**config.mk**
```make
export PLATFORM = sky130hd
export DESIGN_NAME = seven_seg_scan_decoder
export DESIGN_NICKNAME = d
export VERILOG_FILES = /design/src/rtl/seven_seg_scan_decoder.sv
export SDC_FILE = /design/constraint.sdc
export NUM_CORES = 1
export LEC_CHECK = 0
export CORE_ASPECT_RATIO = 1.1
export CORE_MARGIN = 4
export CORE_UTILIZATION = 55
export CTS_BUF_LIST = sky130_fd_sc_hd__clkbuf_4 sky130_fd_sc_hd__clkbuf_8
export DETAILED_ROUTE_END_ITERATION = 10
export PLACE_DENSITY_LB_ADDON = 0.05
export SYNTH_ARGS = -nofsm -noshare
export SYNTH_HDL_FRONTEND = slang
export SYNTH_SLANG_ARGS = --single-unit
```
**constraint.sdc**
```tcl
create_clock -name clk -period 6.3 [get_ports clk]
set_clock_uncertainty 0.2 [all_clocks]
set_input_delay 0.945 -clock clk [delete_from_list [all_inputs] [get_ports clk]]
set_output_delay 0.945 -clock clk [all_outputs]
set_load 0.01 [all_outputs]
```
**src/rtl/seven_seg_scan_decoder.sv**
```systemverilog
// rtl/seven_seg_scan_decoder.sv - recovers hex digits from a multiplexed 4-digit seven-segment scan
//
// Watches the active-low digit enables and segment lines of a scanned display,
// waits for each digit's pattern to settle, decodes it back to a hex nibble and
// reports frame completion, undecodable glyphs, illegal enables and staleness.
//
// Ports:
//   clk          single clock, all inputs synchronous to it
//   reset        synchronous active-high reset
//   led_enb[7:0] active-low digit enables, bit i low selects digit i (0..3)
//   seg[6:0]     active-low segments, seg[0]=a .. seg[6]=g
//   digit_value  captured nibbles, digit i in [4i+3:4i]
//   digit_valid  bit i high while digit i holds a decoded glyph
//   frame_valid  one-cycle pulse when all four digits have been captured
//   seg_error    one-cycle pulse when a capture holds a non-hex glyph
//   enb_error    high the cycle after an illegal led_enb sample
//   stale        high after TIMEOUT_CYCLES without a capture, until the next one
module seven_seg_scan_decoder #(
    parameter int SETTLE_CYCLES  = 4,
    parameter int TIMEOUT_CYCLES = 1000000
) (
    input  logic        clk,
    input  logic        reset,
    input  logic [7:0]  led_enb,
    input  logic [6:0]  seg,
    output logic [15:0] digit_value,
    output logic [3:0]  digit_valid,
    output logic        frame_valid,
    output logic        seg_error,
    output logic        enb_error,
    output logic        stale
);

    localparam logic [7:0]  SETTLE_W  = 8'(SETTLE_CYCLES);
    localparam logic [23:0] TIMEOUT_W = 24'(TIMEOUT_CYCLES);

    logic [7:0]  dwell;
    logic [7:0]  dwell_next;
    logic        prev_legal;
    logic [1:0]  prev_idx;
    logic [6:0]  prev_seg;
    logic [23:0] tcnt;
    logic [3:0]  seen;
    logic [3:0]  seen_next;

    logic [3:0]  sel;
    logic        is_idle;
    logic        is_legal;
    logic        is_illegal;
    logic        onehot;
    logic [1:0]  idx;
    logic        same;
    logic        capture;
    logic        hit;
    logic [3:0]  nib;

    // Enable classification and digit index.
    always_comb begin
        sel    = ~led_enb[3:0];
        onehot = 1'b1;
        idx    = 2'd0;
        case (sel)
            4'b0001: idx = 2'd0;
            4'b0010: idx = 2'd1;
            4'b0100: idx = 2'd2;
            4'b1000: idx = 2'd3;
            default: onehot = 1'b0;
        endcase
        is_idle    = (led_enb == 8'hFF);
        is_legal   = (&led_enb[7:4]) && onehot;
        is_illegal = !is_idle && !is_legal;
    end

    // Dwell counting: saturates at SETTLE_W so a long dwell captures only once.
    // Capture fires on the edge the count first reaches SETTLE_W; when
    // SETTLE_CYCLES is 1 that is every fresh legal sample.
    always_comb begin
        same       = prev_legal && (idx == prev_idx) && (seg == prev_seg);
        dwell_next = 8'd0;
        if (is_legal) begin
            if (!same)
                dwell_next = 8'd1;
            else if (dwell == SETTLE_W)
                dwell_next = dwell;
            else
                dwell_next = dwell + 8'd1;
        end
        capture   = is_legal && (dwell_next == SETTLE_W) && (!same || (dwell != SETTLE_W));
        seen_next = seen | (4'b0001 << idx);
    end

    // Active-low decode: compare the inverted segments as gfedcba.
    always_comb begin
        hit = 1'b1;
        nib = 4'h0;
        case (~seg)
            7'h3F: nib = 4'h0;
            7'h06: nib = 4'h1;
            7'h5B: nib = 4'h2;
            7'h4F: nib = 4'h3;
            7'h66: nib = 4'h4;
            7'h6D: nib = 4'h5;
            7'h7D: nib = 4'h6;
            7'h07: nib = 4'h7;
            7'h7F: nib = 4'h8;
            7'h6F: nib = 4'h9;
            7'h77: nib = 4'hA;
            7'h7C: nib = 4'hB;
            7'h39: nib = 4'hC;
            7'h5E: nib = 4'hD;
            7'h79: nib = 4'hE;
            7'h71: nib = 4'hF;
            default: hit = 1'b0;
        endcase
    end

    always_ff @(posedge clk) begin
        if (reset) begin
            digit_value <= 16'h0;
            digit_valid <= 4'h0;
            frame_valid <= 1'b0;
            seg_error   <= 1'b0;
            enb_error   <= 1'b0;
            stale       <= 1'b0;
            dwell       <= 8'd0;
            prev_legal  <= 1'b0;
            prev_idx    <= 2'd0;
            prev_seg    <= 7'h0;
            tcnt        <= 24'd0;
            seen        <= 4'h0;
        end else begin
            enb_error   <= is_illegal;
            frame_valid <= 1'b0;
            seg_error   <= 1'b0;
            dwell       <= dwell_next;
            prev_legal  <= is_legal;
            prev_idx    <= idx;
            prev_seg    <= seg;
            if (capture) begin
                tcnt  <= 24'd0;
                stale <= 1'b0;
                if (hit) begin
                    digit_value[{idx, 2'b00} +: 4] <= nib;
                    digit_valid[idx]               <= 1'b1;
                end else begin
                    seg_error        <= 1'b1;
                    digit_valid[idx] <= 1'b0;
                end
                if (seen_next == 4'hF) begin
                    frame_valid <= 1'b1;
                    seen        <= 4'h0;
                end else begin
                    seen <= seen_next;
                end
            end else if (tcnt != TIMEOUT_W) begin
                // Counter parks at TIMEOUT_W so staleness is declared once.
                tcnt <= tcnt + 24'd1;
                if (tcnt + 24'd1 == TIMEOUT_W) begin
                    stale       <= 1'b1;
                    digit_valid <= 4'h0;
                    seen        <= 4'h0;
                end
            end
        end
    end

endmodule

```
==> impl_metrics.csv, run 1 <==
group,metric,value,unit
detailed_routing,detail-route-antenna-nets,0,
detailed_routing,via_per_inst,5.875,
place,io_buffers,40,
synth,ys_seq_area_share,35.19,%
status,status,"complete, no violations",
floorplanning,dieHeight,97.25,um
place,placed_cells,570,
clock_tree,numCtsBuffers,9,
floorplanning,dieArea,0.008668,sq mm
clock_tree,path_clk_slew,80,ps
timing,hold_viol,0,
place,gp_congestion,0.8748,
global_route,track_usage,21.33,%
critical_path,worstSetupPathType,"primary input to register",
flow_run,max_cap_violations,0,
global_route,grt_max_degree,29,
critical_path,crit_arrival,3860,ps
synth,synth_edf_count,0,
floorplanning,fp.dieW,89.14,um
timing,worstMarginPinSlew,910.0,ps
critical_path,cp_top_family,"simple AND/OR/NAND/NOR gates",
critical_path,cp_max_fo,15,
detailed_routing,firstDrtPassIters,5,
synth,syn-cell-area,0.003983,sq mm
critical_path,slowest_stage,"or4b_2",
synth,synthDistinctLibCells,61,
timing,slew_violations,0,
synth,synth.largest_area_cell,"dfxtp_1",
critical_path,max_stage_delay,710,ps
layout,drive_above_1_share,7.186,%
clock_tree,ctsRootBufferMaster,"clkbuf_8",
power_and_ir_drop,powerDensity,194.6,mW/mm^2
clock_tree,clk_latency,340,ps
power_and_ir_drop,p_leak,1.552,nW
detailed_routing,drtIter0Drc,195,
timing,rsz0062_at_grt,"false",
detailed_routing,routed_wl,8819,um
critical_path,crit_path_end_kind,"register",
synth,synth-main-ff-cell,"dfxtp_1",
clock_tree,clock-sinks,70,
worst_hold_path,hold_path.class,"register to register",
synth,ys_async_sr_fraction,0,%
global_route,antenna_found_initial,0,
power_and_ir_drop,p_total,888.7,uW
timing,timing.fmax,263.1,MHz
timing,tns,0,ps
detailed_routing,via_count,3443,
floorplanning,core,0.007047,sq mm
timing,finalCritPeriodShare,60.34,%
global_route,grt_pass1_vias,3324,
timing,slew_headroom,39.15,%
synth,synthCells,473,
critical_path,crit_buf_inv,2,
detailed_routing,route.detailed.drc,0,
synth,ys_seq_elements,70,
synth,yosys_warnings,0,
global_route,grt.overflow.total,0,
clock_tree,cts-htree-levels,3,
timing,fin_crit,3801,ps
synth,synthTopCellsByArea,"dfxtp_1, xnor2_1, nor2_1, xor2_1, mux2i_1",
synth,synth_nets,502,
critical_path,path_cells,"clkdlybuf4s50_1 > xor2_1 > nand3_1 > inv_1 > xnor2_1 > and4_1 > nand2_1 > or4b_2 > o211ai_1",
layout,layout.cells.non_filler,586,
clock_tree,clockBufferDepth,2,
layout,fin_area,0.004566,sq mm
critical_path,required,6350,ps
layout,finalNetCount,525,
layout,synthToLayoutAreaGrowth,14.64,%
floorplanning,row_count,32,
clock_tree,cts-resized-gates,0,
clock_tree,post_cts_buffers,0,
synth,ys_top_cells_by_count,"dfxtp_1, nor2_1, nand2_1",
place,place_hpwl,6419,um
layout,fill_cells,606,
global_route,grt_pass1_wl,15130,um
floorplanning,ioPinCount,41,
synth,synth.avg_cell_area,8.420,sq um
timing,setup_viol,0,
layout,diodes,0,
detailed_routing,routedWlPerCell,15.05,um
clock_tree,cts_hold_buf,0,
power_and_ir_drop,peakVddDrop,0.0001072,V
clock_tree,cts_tree,"built",
floorplanning,initial_utilization,56.52,%
synth,yosysTopAreaCellShare,35.19,%
place,placed_area,0.004363,sq mm
synth,synth.most_common_cell,"dfxtp_1",
critical_path,start_kind,"primary input",
==> routing by layer <==
metal | share of wire (%) | GRT usage, %
met5 | 0 | 0
met2 | 50 | 36.36
met4 | 2.1 | 8.018
met3 | 4.4 | 5.004
met1 | 43 | 25.36
==> worst reg2reg max path: stages, from the launching register on <==
cell	delay, ps
dfxtp_1	450
ha_1	300
xnor2_1	150
a31oi_1	110
a2111oi_0	550
and4b_1	320
nand2_1	310
or4b_2	710
o211ai_1	100
==> through the flow <==
step	setup slack, ps	hold WS, ps	util [%]
finish	2499	263.1	64.79
global route	2255	287.5	64.79
global placement	2250	248.8	61.91
floorplan	3229	279.0	-
detailed placement	2183	256.5	61.91
CTS	2530	267.4	64.79
==> flip-flops by register name, summed over array words and instances (netlist names), 2 cells and up <==
name         cells
digit_value     16
digit_valid      4
seen             4
dwell            8
prev_idx         2
tcnt            24
prev_seg         7
==> cell type report <==
type,count,area (sq um),area share (%)
Tap cell,85,106.4,2.329
Sequential cell,70,1401,30.69
Inverter,17,63.81,1.398
Clock buffer,11,145.1,3.179
Timing Repair Buffer,41,407.9,8.934
Clock inverter,5,57.56,1.261
Multi-Input combinational cell,357,2384,52.21
==> worst paths after layout <==
path,from,end,slack [ps],depth (start not counted)
worst min register to register,digit_value[4],digit_value[4],260,2
worst min-delay path,digit_value[4],digit_value[4],260,2
worst max-delay path,led_enb[3],digit_valid[2],2500,9
worst max register to register,dwell[0],digit_valid[2],3020,8
==> report_power, final <==
part / internal (mW) / switching, mW / total (mW) / leakage, nW
logic: 0.0289 / 0.0384 / 0.0673 / 0.879
clock network: 0.199 / 0.171 / 0.370 / 0.107
registers: 0.447 / 0.00462 / 0.452 / 0.567
total: 0.675 / 0.214 / 0.889 / 1.55
==> cell families after synthesis <==
logic type / count (synthesis) / synth area share [%]
AOI/OAI and AO/OA: 59 / 10.75
and+or+nand+nor: 219 / 29.97
muxes: 19 / 4.775
DFF: 70 / 35.19
adders and majority gates: 13 / 4.021
buffers and inverters: 46 / 4.964
xor gates and xnor gates: 47 / 10.34
==> cells in the final DEF (no fill, tap or decap), types with 5 or more instances in the layout <==
cell type and n:
nor2b_1 9, mux2i_1 19, inv_1 17, clkdlybuf4s50_1 40, nor4_1 5, and3_1 7, a211oi_1 8, nand2_1 49
nand3_1 22, nand2b_1 7, a31oi_1 8, clkbuf_8 10, nor2_1 52, dfxtp_1 70, xor2_1 22, ha_1 12
o21ai_0 6, nand4_1 16, nor4b_1 5, xnor2_1 25, nor3_1 13, a21oi_1 7
Power figures use the tool's default switching activity.
==> run 2: changes to the inputs <==
- clock period: 6.3 -> 3.6 ns (I/O delays scaled with it)
==> impl_metrics.csv, run 2 (synthesis gave the netlist of run 1 again) <==
group,metric,value,unit
place,io_buffers,40,
timing,timing.fmax,311.4,MHz
power_and_ir_drop,power_switching,375.7,uW
detailed_routing,via_count,3465,
floorplanning,ioPinCount,41,
timing,slew_headroom,45.51,%
global_route,antenna_found_initial,0,
status,status,"complete, no violations",
timing,worstMarginPinSlew,814.8,ps
power_and_ir_drop,combPwrFrac,7.6,%
power_and_ir_drop,p_int,1.243,mW
global_route,track_usage,21.50,%
clock_tree,cts_tree,"built",
power_and_ir_drop,p_leak,1.604,nW
floorplanning,dieHeight,97.25,um
layout,diodes,0,
critical_path,start_kind,"register",
layout,layout_commonest_cell,"dfxtp_1",
clock_tree,path_clk_slew,70,ps
clock_tree,cts-htree-levels,3,
global_route,grt_pass1_vias,3240,
layout,top_register,"tcnt",
global_route,grt_max_degree,26,
layout,drive_above_1_share,9.002,%
power_and_ir_drop,peakVddDrop,0.0002295,V
critical_path,cp_max_fo,9,
place,place_hpwl,6593,um
power_and_ir_drop,p_clk_share,43.5,%
detailed_routing,detail-route-antenna-nets,0,
layout,finalNetCount,535,
detailed_routing,drtIter0Drc,228,
clock_tree,clock-sinks,70,
layout,fin_area,0.004661,sq mm
clock_tree,cts_hold_buf,0,
floorplanning,fp.dieW,89.14,um
power_and_ir_drop,powerDensity,347.3,mW/mm^2
place,placed_area,0.004438,sq mm
flow_run,max_cap_violations,0,
layout,fill_cells,604,
detailed_routing,firstDrtPassIters,5,
detailed_routing,via_per_inst,5.814,
timing,tns,0,ps
detailed_routing,routed_wl,9010,um
floorplanning,dieArea,0.008668,sq mm
layout,largest_register_ffs,24,
timing,fin_crit,3211,ps
critical_path,worstSetupPathType,"register to register",
critical_path,required,3610,ps
layout,final_cell_mix,"dfxtp_1, nor2_1, nand2_1",
timing,rsz0062_at_grt,"false",
global_route,grt_use_met2,36.19,%
place,gp_congestion,0.8783,
floorplanning,initial_utilization,56.52,%
critical_path,crit_arrival,3220,ps
timing,finalCritPeriodShare,89.19,%
timing,setup_viol,0,
clock_tree,post_cts_buffers,0,
clock_tree,ctsRootBufferMaster,"clkbuf_8",
critical_path,crit_path_end_kind,"register",
floorplanning,core,0.007047,sq mm
place,placed_cells,580,
global_route,busiest_layer,"met2",
detailed_routing,routedWlPerCell,15.12,um
layout,final-seq-area,0.001401,sq mm
clock_tree,clockBufferDepth,2,
clock_tree,numCtsBuffers,9,
clock_tree,clk_latency,350,ps
floorplanning,row_count,32,
layout,top_regs,"tcnt: 24 flops, digit_value: 16 flops, dwell: 8 flops",
global_route,use_met3,4.580,%
worst_hold_path,hold_path.class,"register to register",
global_route,globalRouteMet1Util,26.88,%
clock_tree,cts-resized-gates,0,
timing,slew_violations,0,
global_route,grt_pass1_wl,15120,um
timing,hold_viol,0,
power_and_ir_drop,p_sw_share,23.21,%
detailed_routing,route.detailed.drc,0,
layout,multiInputGateArea,0.002384,sq mm
layout,synthToLayoutAreaGrowth,17.03,%
global_route,grt.overflow.total,0,
layout,layout.cells.non_filler,596,
power_and_ir_drop,power_frac_seq,48.9,%
run 2: changes by cell type in the layout (fill, tap and decap cells not counted):
cell	previous run	this run
buf_4	1	11
clkinvlp_4	0	2
inv_6	1	0
clkbuf_4	1	0
bufinv_16	1	2
clkinv_4	1	0
run 2: worst paths after layout:
path / from / endpoint / slack (ps) / cells past startpoint
worst max-delay path: tcnt[1] / digit_valid[2] / 390 / 8
worst min register to register: digit_value[12] / digit_value[12] / 260 / 2
worst max register to register: tcnt[1] / digit_valid[2] / 390 / 8
worst min-delay path: digit_value[12] / digit_value[12] / 260 / 2
run 2: power by group through the flow:
stage                     registers, mW  clock network [mW]  logic, mW
final                             0.791               0.704      0.123
after global routing              0.792               0.761      0.136
after CTS                         0.791               0.722      0.123
after detailed placement          0.809                   0      0.122
after global placement            0.808                   0      0.120
after floorplan                   0.806                   0     0.0807
run 2: through the flow:
step	worst slack, ps	hold slack (ps)	util [%]	power (mW)
CTS	446.8	267.7	66.14	1.636
global route	120.7	288.2	66.14	1.690
detailed placement	176.5	256.8	62.98	0.9313
global placement	344.1	249.1	62.98	0.9285
floorplan	933.8	279.0	-	0.8865
finish	389.1	261.4	66.14	1.619
run 2: layout make-up:
type                    count  area share (%)
multi-input cells         357           51.14
flip-flops and latches     70           30.07
repair buffers             51           10.36
clock buffers              10           2.953
well taps                  85           2.282
clock inverters             6           1.826
inverters                  17           1.369
run 2: layer usage:
metal | wire length [um] | up-vias
li1 | - | 1747
met1 | 3945 | 1626
met2 | 4564 | 79
met3 | 389 | 13
met4 | 110 | 0
met5 | 0 | -
run 2: critical path, cell delays in order, from the launching register on:
cell	delay (ps)
dfxtp_1	470
ha_1	320
nand3_1	210
nor2_1	450
and3_1	350
and3_1	190
o2111ai_1	190
nor4_4	520
o211ai_1	180
==> run 3: changes to the inputs <==
- DONT_BUFFER_PORTS: unset -> 1
==> impl_metrics.csv, run 3 (synthesis gave the netlist of run 1 again) <==
group,metric,value,unit
place,placed_area,0.003978,sq mm
place,place_hpwl,6209,um
critical_path,crit_arrival,3160,ps
clock_tree,clockBufferDepth,2,
timing,fin_crit,3095,ps
global_route,grt_max_degree,29,
power_and_ir_drop,p_leak,1.429,nW
timing,slew_headroom,52.83,%
clock_tree,clock-sinks,70,
worst_hold_path,hold_path.class,"primary input to register",
timing,finalCritPeriodShare,85.97,%
detailed_routing,route.detailed.drc,0,
global_route,grt_pass1_vias,3132,
global_route,grt.overflow.total,0,
critical_path,path_cells,"ha_1 > xnor2_1 > a31oi_1 > a2111oi_0 > and4b_1 > nand2_1 > or4b_2 > o211ai_1",
timing,slew_violations,0,
critical_path,start_kind,"register",
clock_tree,clk_latency,340,ps
power_and_ir_drop,powerDensity,376.7,mW/mm^2
place,gp_congestion,0.9139,
layout,synthToLayoutAreaGrowth,5.592,%
layout,fill_cells,638,
detailed_routing,drtIter0Drc,195,
layout,largest_register_ffs,24,
clock_tree,cts-htree-levels,3,
clock_tree,numCtsBuffers,9,
detailed_routing,routed_wl,8616,um
critical_path,cp_max_fo,15,
timing,worstMarginPinSlew,706.8,ps
global_route,track_usage,20.50,%
critical_path,required,3660,ps
detailed_routing,firstDrtPassIters,4,
clock_tree,cts_tree,"built",
critical_path,worstSetupPathType,"register to register",
status,status,"complete, no violations",
detailed_routing,detail-route-antenna-nets,0,
global_route,grt_pass1_wl,14340,um
layout,fin_area,0.004205,sq mm
layout,layout_commonest_cell,"dfxtp_1",
detailed_routing,routedWlPerCell,15.72,um
power_and_ir_drop,peakVddDrop,0.0001738,V
clock_tree,post_cts_buffers,0,
floorplanning,row_count,32,
clock_tree,ctsRootBufferMaster,"clkbuf_8",
flow_run,max_cap_violations,0,
clock_tree,cts_hold_buf,0,
layout,final_cell_mix,"dfxtp_1, nor2_1, nand2_1",
layout,top_register,"tcnt",
floorplanning,dieHeight,97.25,um
detailed_routing,via_per_inst,5.891,
layout,utilization,59.68,%
timing,tns,0,ps
clock_tree,cts-resized-gates,0,
place,io_buffers,0,
layout,diodes,0,
timing,setup_viol,0,
timing,timing.fmax,323.1,MHz
critical_path,crit_path_end_kind,"register",
clock_tree,path_clk_slew,70,ps
floorplanning,ioPinCount,41,
layout,finalNetCount,487,
critical_path,slowest_stage,"or4b_2",
timing,hold_viol,0,
timing,rsz0062_at_grt,"false",
detailed_routing,via_count,3228,
layout,drive_above_1_share,8.207,%
floorplanning,fp.dieW,89.14,um
global_route,antenna_found_initial,0,
power_and_ir_drop,p_total,1.584,mW
floorplanning,dieArea,0.008668,sq mm
floorplanning,core,0.007047,sq mm
layout,top_regs,"tcnt: 24 flops, digit_value: 16 flops, dwell: 8 flops",
floorplanning,initial_utilization,56.52,%
critical_path,max_stage_delay,690,ps
## run 3: cell types whose count changed in the layout (fill, tap and decap cells not counted), sizes merged
| cell | previous run | this run |
|---|---|---|
| clkbuf | 10 | 11 |
| buf | 11 | 3 |
| clkdlybuf4s50 | 40 | 0 |
| clkinv | 2 | 3 |
| clkinvlp | 2 | 0 |
## run 3: critical path, delay by kind of cell (launching register included)
family / cells / cell delay [ps]
AND/OR/NAND/NOR: 3 / 1260
AO/OA/AOI/OAI: 3 / 700
flip-flops: 1 / 420
adder cells (fa/ha/maj): 1 / 280
XOR/XNOR: 1 / 150
## run 3: final timing paths
kind	from	depth (start not counted)	slack, ps	endpoint
max	dwell[0]	8	510	digit_valid[0]
min reg2reg	digit_value[15]	2	310	digit_value[15]
min	reset	1	60	prev_seg[1]
max reg2reg	dwell[0]	8	510	digit_valid[0]
## run 3: stage by stage
step           hold WS [ps]  instances  setup WS [ps]
6_report              57.04        548          505.2
5_1_grt               34.75        548          276.5
4_1_cts               36.15        548          519.1
3_5_place_dp          296.7        532          552.8
3_3_place_gp          297.1        532          602.9
2_1_floorplan         279.0        473          933.8
## run 3: power by group
group / switching, mW / internal (mW)
clock network: 0.294 / 0.418
logic: 0.0454 / 0.0356
registers: 0.00850 / 0.782
total: 0.348 / 1.24
## run 3: area by class of cell
| class | instances | area (sq um) | share of cell area, % |
|---|---|---|---|
| multi-input cells | 357 | 2384 | 56.68 |
| clock inverters | 5 | 82.58 | 1.964 |
| inverters | 17 | 63.81 | 1.517 |
| clock buffers | 11 | 145.1 | 3.451 |
| repair buffers | 3 | 22.52 | 0.5356 |
| well taps | 85 | 106.4 | 2.529 |
| flip-flops and latches | 70 | 1401 | 33.32 |
## run 3: metal layers
layer	share of wire (%)	vias to the layer above	GRT usage [%]	routed length, um
met2	50	74	34.26	4286
li1	-	1636	-	-
met1	43	1500	24.47	3730
met5	0	-	0	0
met4	1.9	0	8.018	167
met3	5.0	18	5.428	431
